`src/rtl/seq_checker_pkg.sv`:
```
// Shared types and defaults for the sequence checker and its next-value block.
package seq_checker_pkg;

  localparam int WIDTH_DEF = 16;
  localparam int CNTW_DEF  = 8;

  typedef logic [3:0] step_t;

  typedef enum logic [1:0] {
    ST_IDLE   = 2'd0,
    ST_ARMED  = 2'd1,
    ST_TRACK  = 2'd2,
    ST_RESYNC = 2'd3
  } state_t;

endpackage

```
`src/rtl/seq_checker_next.sv`:
```
// Combinational successor of a sequence value: restart at start after end,
// otherwise step up or down modulo 2^WIDTH.
module seq_next
  import seq_checker_pkg::*;
#(
  parameter int WIDTH = WIDTH_DEF
) (
  input  logic [WIDTH-1:0] cur,
  input  logic [WIDTH-1:0] start_v,
  input  logic [WIDTH-1:0] last_v,
  input  step_t            step,
  input  logic             dir,
  output logic [WIDTH-1:0] nxt,
  output logic             wrap
);

  logic [WIDTH-1:0] step_w;
  logic [WIDTH-1:0] stepped;

  assign step_w  = WIDTH'(step);
  assign stepped = dir ? (cur + step_w) : (cur - step_w);
  assign wrap    = (cur == last_v);
  assign nxt     = wrap ? start_v : stepped;

endmodule

```
`config.mk`:
```
export PLATFORM = sky130hd
export DESIGN_NAME = seq_next
export DESIGN_NICKNAME = d
export VERILOG_FILES = /design/src/rtl/seq_checker_pkg.sv /design/src/rtl/seq_checker_next.sv
export SDC_FILE = /design/constraint.sdc
export NUM_CORES = 1
export LEC_CHECK = 0
export CAP_MARGIN = 10
export CORE_MARGIN = 1
export CORE_UTILIZATION = 38
export DETAILED_ROUTE_END_ITERATION = 8
export GPL_ROUTABILITY_DRIVEN = 0
export PLACE_DENSITY = 0.91
export REMOVE_ABC_BUFFERS = 1
export SYNTH_ARGS = -nofsm -noshare
export SYNTH_HDL_FRONTEND = slang
export SYNTH_SLANG_ARGS = --single-unit
```
`constraint.sdc`:
```
create_clock -name vclk -period 2.6
set_input_delay 0.26 -clock vclk [all_inputs]
set_output_delay 0.26 -clock vclk [all_outputs]
set_load 0.03 [all_outputs]
```
### Word level (Yosys, flattened, before mapping)

Index checks and enable logic that the tools add are counted.

| cells by class | value |
|---|---|
| $add $sub $neg | 2 |
| equal/unequal tests | 1 |
| multiplexer cells | 2 |

Operators by type and width:

| operator | count |
|---|---|
| $mux 16 | 2 |
| $add 16x4->16 | 1 |
| $eq 16x16->1 | 1 |
| $sub 16x4->16 | 1 |

| word-level totals | value |
|---|---|
| register bits | 0 |
| bits of input ports | 53 |
| output and inout bits | 17 |
| logic and storage cells | 5 |

### Logic depth before layout (Yosys ltp)

Gate-level depths: netlist (run 1).

| logic depth | value |
|---|---|
| word-level depth | 3 |
| depth in mapped cells | 10 |
| mapped depth without buffers | 10 |

### Worst setup path after synthesis (run 1)

Ideal clock, no wire load.

| timing path | value |
|---|---|
| path kind | input-to-output |
| start point | input step[2] |
| end point | output nxt[15] |
| data arrival time | 2.732 ns |
| data required time | 2.340 ns |
| slack | -0.392 ns |
| cell stages on the path | 9 |
| path buffers | 0 |
| path through | nor3_1 ha_1 mux2_2 ha_1 and3_1 a22oi_1 a211oi_1 or3_1 a31oi_1 |

| on the way | value |
|---|---|
| longest elaborated chain between the ends | 3 |
| elaborated cells on any way between the ends | 4 |
| classes of those cells | add/sub: 2; mux: 2 |

Ends and longest elaborated chain:

| element | RTL line | RTL |
|---|---|---|
| from (decl) | seq_checker_next.sv:11 | `input step_t step,` |
| $sub 16x4->16 or $add 16x4->16 (tied branches) | seq_checker_next.sv:21 | `assign stepped = dir ? (cur + step_w) : (cur - step_w);` |
| $mux 16 * | seq_checker_next.sv:21 |  |
| $mux 16 * | seq_checker_next.sv:23 | `assign nxt = wrap ? start_v : stepped;` |
| to (decl) | seq_checker_next.sv:13 | `output logic [WIDTH-1:0] nxt,` |

Every way passes the cells marked *; elsewhere a longest branch is shown, timed or not.

### Worst setup path in the final report (run 1)

| timing path | value |
|---|---|
| start point | input dir |
| end point | output nxt[15] |

| on the way | value |
|---|---|
| longest elaborated chain between the ends | 2 |

Ends and longest elaborated chain:

| element | RTL line | RTL |
|---|---|---|
| from (decl) | seq_checker_next.sv:12 | `input logic dir,` |
| $mux 16 | seq_checker_next.sv:21 |  |
| $mux 16 | seq_checker_next.sv:23 |  |

Every way passes these cells.

==> impl_results.md, run 1 <==
* Status: complete, but fails checks
* Failing checks: setup timing
* CLK BUF at 0
* Max-cap violations at 0
* Hold_sp: start_v[2]
* Cells after synthesis at 180
* Final Util at 0.921
* Tot GR Track Use at 0.420
* Synthesized area at about 1300 sq um
* Initial antenna violation count at 1
* Worst Setup Start Kind: input port
* RSZ-0062 raised after global routing: true
* DRC at 0
* Clock period minus worst slack at around 3.2 ns
* Relative slew margins at 0.701
* Pwr/cell area at 337 nW/um^2
* Area fraction of the dominant cell type after synthesis at 0.159
* WS Path Type: input port to output pin
* Leakage at 1.42 nW
* Maximum fanout along the worst path at 5
* Final WS setup at -0.559 ns
* Most common cell in the netlist: nor2_1
* Final count of pins violating max slew at 0
* Ratio of cells with drive above 1 in the final layout at 0.532
* Area leader, netlist: ha_1
* Synth cell types at 45
* Die Ht at between 60 and 70 microns
* Starting Density at 0.398
* Mean post-synth cell area at about 7.4 sq um
* IO Port Bufs at 70
* Largest net degree at the start of global routing at 13
* Hold crit path type: input port to output pin
* Part of the Yosys area used for sequential elements at 0
* Final WL at 10,700 microns
* Hold Vio Cnt, Final at 0
* Final net count at 402
* Worst Hold End: nxt[2]
* Post-DRT Antenna Nets at 0
* Pre-antenna DRT Iters at 7
* Tot Pwr at ~1.0 mW
* Max rail drop VDD at about 0.23 mV
* FP Rows at 21
* Arr. time, crit path at ~2.9 ns
* CP endpoint kind: output pin
* Detail Placement HPWL at just under 5000 microns
* Die area at 3760 sq um
* Layout Area Growth over Synthesis at 132%
* Ratio of final minimum period to clock period at 1.21
* Drt via density at 7.03
* Die Wd at between 60 and 70 microns
* Hold Buf Count CTS at 0
* Sequential cell area at 0 sq um
* Synth area leaders: ha_1 (16%), xnor2_1 (12%), nor2_1 (5.9%)
* Avg WL per Cell at approximately 29 microns
* Io pins at 70
* Total grt overflow at 0
* Num sequential at 0
* YS warnings at 0
* Vias in the first global route at roughly 2,300
* Hold Path Depth at 4
* Post-synth top cells: nor2_1 (21), xnor2_1 (18), ha_1 (17)
* Setup violators final at 16
* DRT iter0 DRCs at about 500
* Core area at approximately 3400 sq um
* Via count at 2,645
* Fmax at 317 MHz
* Launch point of the worst path: dir
* Pre-CTS setup slack at -1.38 ns
* Worst slew pin tran at about 0.45 ns
* Worst hold margin at approximately 1.2 ns
* Setup TNS at -4.32 ns
* Global-route wire length before repair at roughly 11,000 microns
* Worst Path Required at around 2.3 ns
-- cells by family (layout without fill, tap and decap cells) --
logic type / after synthesis / in the layout / synth area share
muxes: 5 / 5 / 0.0449
AOI/OAI and AO/OA: 70 / 70 / 0.384
xor gates and xnor gates: 21 / 21 / 0.143
buffers and inverters: 16 / 165 / 0.0711
adders and majority gates: 18 / 18 / 0.174
other: 0 / 1 / 0
and+or+nand+nor: 50 / 50 / 0.182
-- per-layer routing --
layer  share of wire  up-vias  track usage
met3            0.14      162       0.0819
met5               0        -            0
met2            0.41      315        0.722
met1            0.34     1177        0.497
met4            0.11        0        0.210
li1                -      991            -
-- critical path: stages --
cell,delay [ns]
dlygate4sd2_1,0.27
buf_6,0.16
a21oi_4,0.14
buf_6,0.17
ha_2,0.33
buf_4,0.16
a21oi_2,0.14
o21ai_1,0.16
a21o_1,0.21
or3_1,0.40
a31oi_1,0.26
buf_4,0.22
-- placed cells by master, fill, tap and decap left out, types with 9 or more instances in the layout --
cell type        netlist  layout
clkdlybuf4s50_1        0      38
ha_4                   0       9
xnor2_1               18      17
a21o_1                10      10
nand2_1               11      11
buf_4                  0      82
buf_6                  2      19
nor2_1                21      15
-- stage by stage --
| stage | instance area [sq um] | cells |
|---|---|---|
| after floorplan | 1280 | 174 |
| after global placement | 2530 | 360 |
| after detailed placement | 2530 | 360 |
| after CTS | 2820 | 369 |
| after global routing | 3100 | 376 |
| final | 3100 | 376 |
-- power by group --
group | internal, mW | switching, mW
clock network | 0.0000000517 | 0
registers | 0 | 0
logic | 0.493 | 0.552
-- area by class of cell --
class	instances	area, sq um
Antenna cell	1	2.50
Fill cell	102	265
Inverter	10	45.0
Multi-Input combinational cell	164	1620
Tap cell	46	57.6
Timing Repair Buffer	155	1380
-- timing repair --
item | CTS | global route
gates resized for setup | 102 | 52
setup buffers | 11 | 7
pin swaps | 35 | 31
setup endpoints to repair | 16 | 16
-- worst max path at each step --
stage / depth (start not counted) / to
after floorplan: 9 / nxt[15]
after global placement: 11 / nxt[14]
after detailed placement: 11 / nxt[14]
after CTS: 12 / nxt[15]
after global routing: 13 / nxt[15]
final: 12 / nxt[15]
(Power assumes the default switching activity.)
==> run 2: changes to the inputs <==
Settings changed: CORE_UTILIZATION 38 to 45, PLACE_DENSITY 0.91 to 0.95.
Clock period 2.6 ns to 4.1 ns, I/O delays scaled along.
==> run 2 against run 1 <==
- the run now ends clean
- routed wire length shrank 55%
- non-clock buffer count shrank 75
- first-iteration DRC count shrank 85%
- global-route usage shrank 12 points
- final cell count shrank 24%
- via count shrank 33%
- sequential share of layout area is the same
- die area shrank 15%
- largest cell class unchanged
- highest routed layer unchanged
==> impl_results.md, run 2 (synthesized netlist as in run 1, its figures left out) <==
* Layout Area Growth over Synthesis at 57.2%
* Die Ht at 56.5 microns (-7.8%)
* Ratio of final minimum period to clock period at 0.973
* Arr. time, crit path at 3.58 ns (+0.68 ns)
* Most common cell after layout, fill and taps aside: clkdlybuf4s50_1
* Final WL at 4770 microns (-55%)
* CLK BUF at 0 (unchanged)
* Clock period minus worst slack at between 3 and 4 ns
* Placed cell area at 2080 sq um (-18%)
* Die Wd at 56.5 microns (-7.8%)
* Hold Buf Count CTS at 0 (unchanged)
* Worst Path Required at 3.69 ns (+1.35 ns)
* Worst Setup Start Kind: input port
* Io pins at 70 (unchanged)
* Max-cap violations at 0 (unchanged)
* Num sequential at 0 (unchanged)
* Most frequent cells in the layout: clkdlybuf4s50_1 (59), nor2_1 (21), xnor2_1 (18)
* Final WS setup at 0.111 ns (+0.669 ns)
* Total grt overflow at 0 (unchanged)
* Post-DRT Antenna Nets at 0 (unchanged)
* Via count at 1,773 (-33%)
* Sequential cell area at 0 sq um (unchanged)
* Avg WL per Cell at 16.8 microns (-41%)
* Ratio of cells with drive above 1 in the final layout at 0.130 (-0.402)
* Launch point of the worst path: step[0]
* Status: finished clean
* Hold crit path type: input port to output pin
* Initial antenna violation count at 0 (-1)
* Largest net degree at the start of global routing at 21 (+8)
* Max rail drop VDD at 0.167 mV (-27%)
* Final count of pins violating max slew at 0 (unchanged)
* Core area at 2780 sq um (-17%)
* DRC at 0 (unchanged)
* Tot GR Track Use at 0.297 (-0.123)
* FP Rows at 19 (-9.5%)
* Worst hold margin at 1.50 ns (+0.291 ns)
* Fin area at 2100 sq um (-32%)
* Global-route wire length before repair at 7780 microns (-32%)
* Ant diodes at 0 (-1)
* Leakage at 0.937 nW (-34%)
* Critical Path, Cell by Cell: clkdlybuf4s50_1 -> inv_1 -> ha_1 -> mux2_2 -> fa_1 -> a211oi_2 -> o21ai_0 -> a41o_1 -> a2111o_1 -> o221a_2 -> dlygate4sd2_1
* Maximum fanout along the worst path at 3 (-2)
* Hold Vio Cnt, Final at 0 (unchanged)
* Pre-CTS setup slack at -0.105 ns (+1.27 ns)
* Pwr/cell area at 195 nW/um^2 (-42%)
* Drt via density at 6.22 (-12%)
* WP buf/inv at 3 (-2)
* CP top delay family: compound AO/OA/AOI/OAI gates
* Fmax at about 250 MHz
* DRT iter0 DRCs at 75 (-85%)
* Setup bufs post-CTS at 0 (-11)
* Crit-path slowest cell: clkdlybuf4s50_1
* CP endpoint kind: output pin
* Hold_sp: start_v[13]
* IO Port Bufs at 70 (unchanged)
* Fillcell total at 216 (+110%)
* Die area at 3190 sq um (-15%)
* Relative slew margins at 0.686 (-0.0151)
* Tot Pwr at 410 uW (-61%)
* Setup violators final at 0 (-16)
* Detail Placement HPWL at 3920 microns (-19%)
* Starting Density at 0.481 (+0.0832)
* Pre-antenna DRT Iters at 4 (-3)
* Vias in the first global route at 1,669 (-27%)
* Setup TNS at 0 ns (+4.32 ns)
* WS Path Type: input port to output pin
* Final net count at 327 (-19%)
* Worst slew pin tran at 0.468 ns (+0.0211 ns)
* Crit path largest cell delay at 0.54 ns (+0.14 ns)
[run 2: changes by cell type in the layout (fill, tap and decap cells not counted), sizes merged]
cell           delta
dlygate4sd2       -3
buf              -90
dlymetal6s2s      -2
clkdlybuf4s50    +21
diode             -1
clkdlybuf4s15     -1
[run 2: per-stage QoR]
stage                     instances   util
after floorplan                 174      -
after global placement          285  0.749
after detailed placement        285  0.749
after CTS                       285  0.748
after global routing            285  0.756
final                           285  0.756
[run 2: routing by layer]
metal | share of wire | vias to the layer above | global-route usage
met3 | 0.082 | 14 | 0.0184
met2 | 0.49 | 111 | 0.528
li1 | - | 846 | -
met4 | 0.021 | 0 | 0.0592
met1 | 0.41 | 802 | 0.391
met5 | 0 | - | 0
[run 2: worst paths after layout]
check,endpoint,depth (start not counted),slack [ns]
setup / recovery,nxt[14],11,0.11
hold / removal,nxt[13],4,1.50
[run 2: timing repair]
action,4_1_cts,5_1_grt
gates resized for setup,3,6
endpoints found under the setup margin,3,9
gates cloned,0,0
[run 2: final cells by class]
cell class                 instances  area (sq um)  share of cell area
multi-input combinational        164          1260               0.598
tap                               31          38.8              0.0185
inverter                          10          40.0              0.0190
timing repair buffer              80           767               0.365
[run 2: power by group]
part           internal (mW)  total [mW]  switching (mW)
registers                  0           0               0
clock network              0           0               0
logic                  0.196       0.410           0.213
total                  0.196       0.410           0.213
[run 2: tightest hold or removal path, stage by stage]
cell and delay [ns]:
clkdlybuf4s50_1 0.40, nand2_1 0.05, o31ai_1 0.06, buf_4 0.16
==> run 3: changes to the inputs <==
Settings changed: CORE_MARGIN 1 to not set.
==> results of run 3 <==
Same layout as run 2: the final DEF is identical, and so are final timing and power.
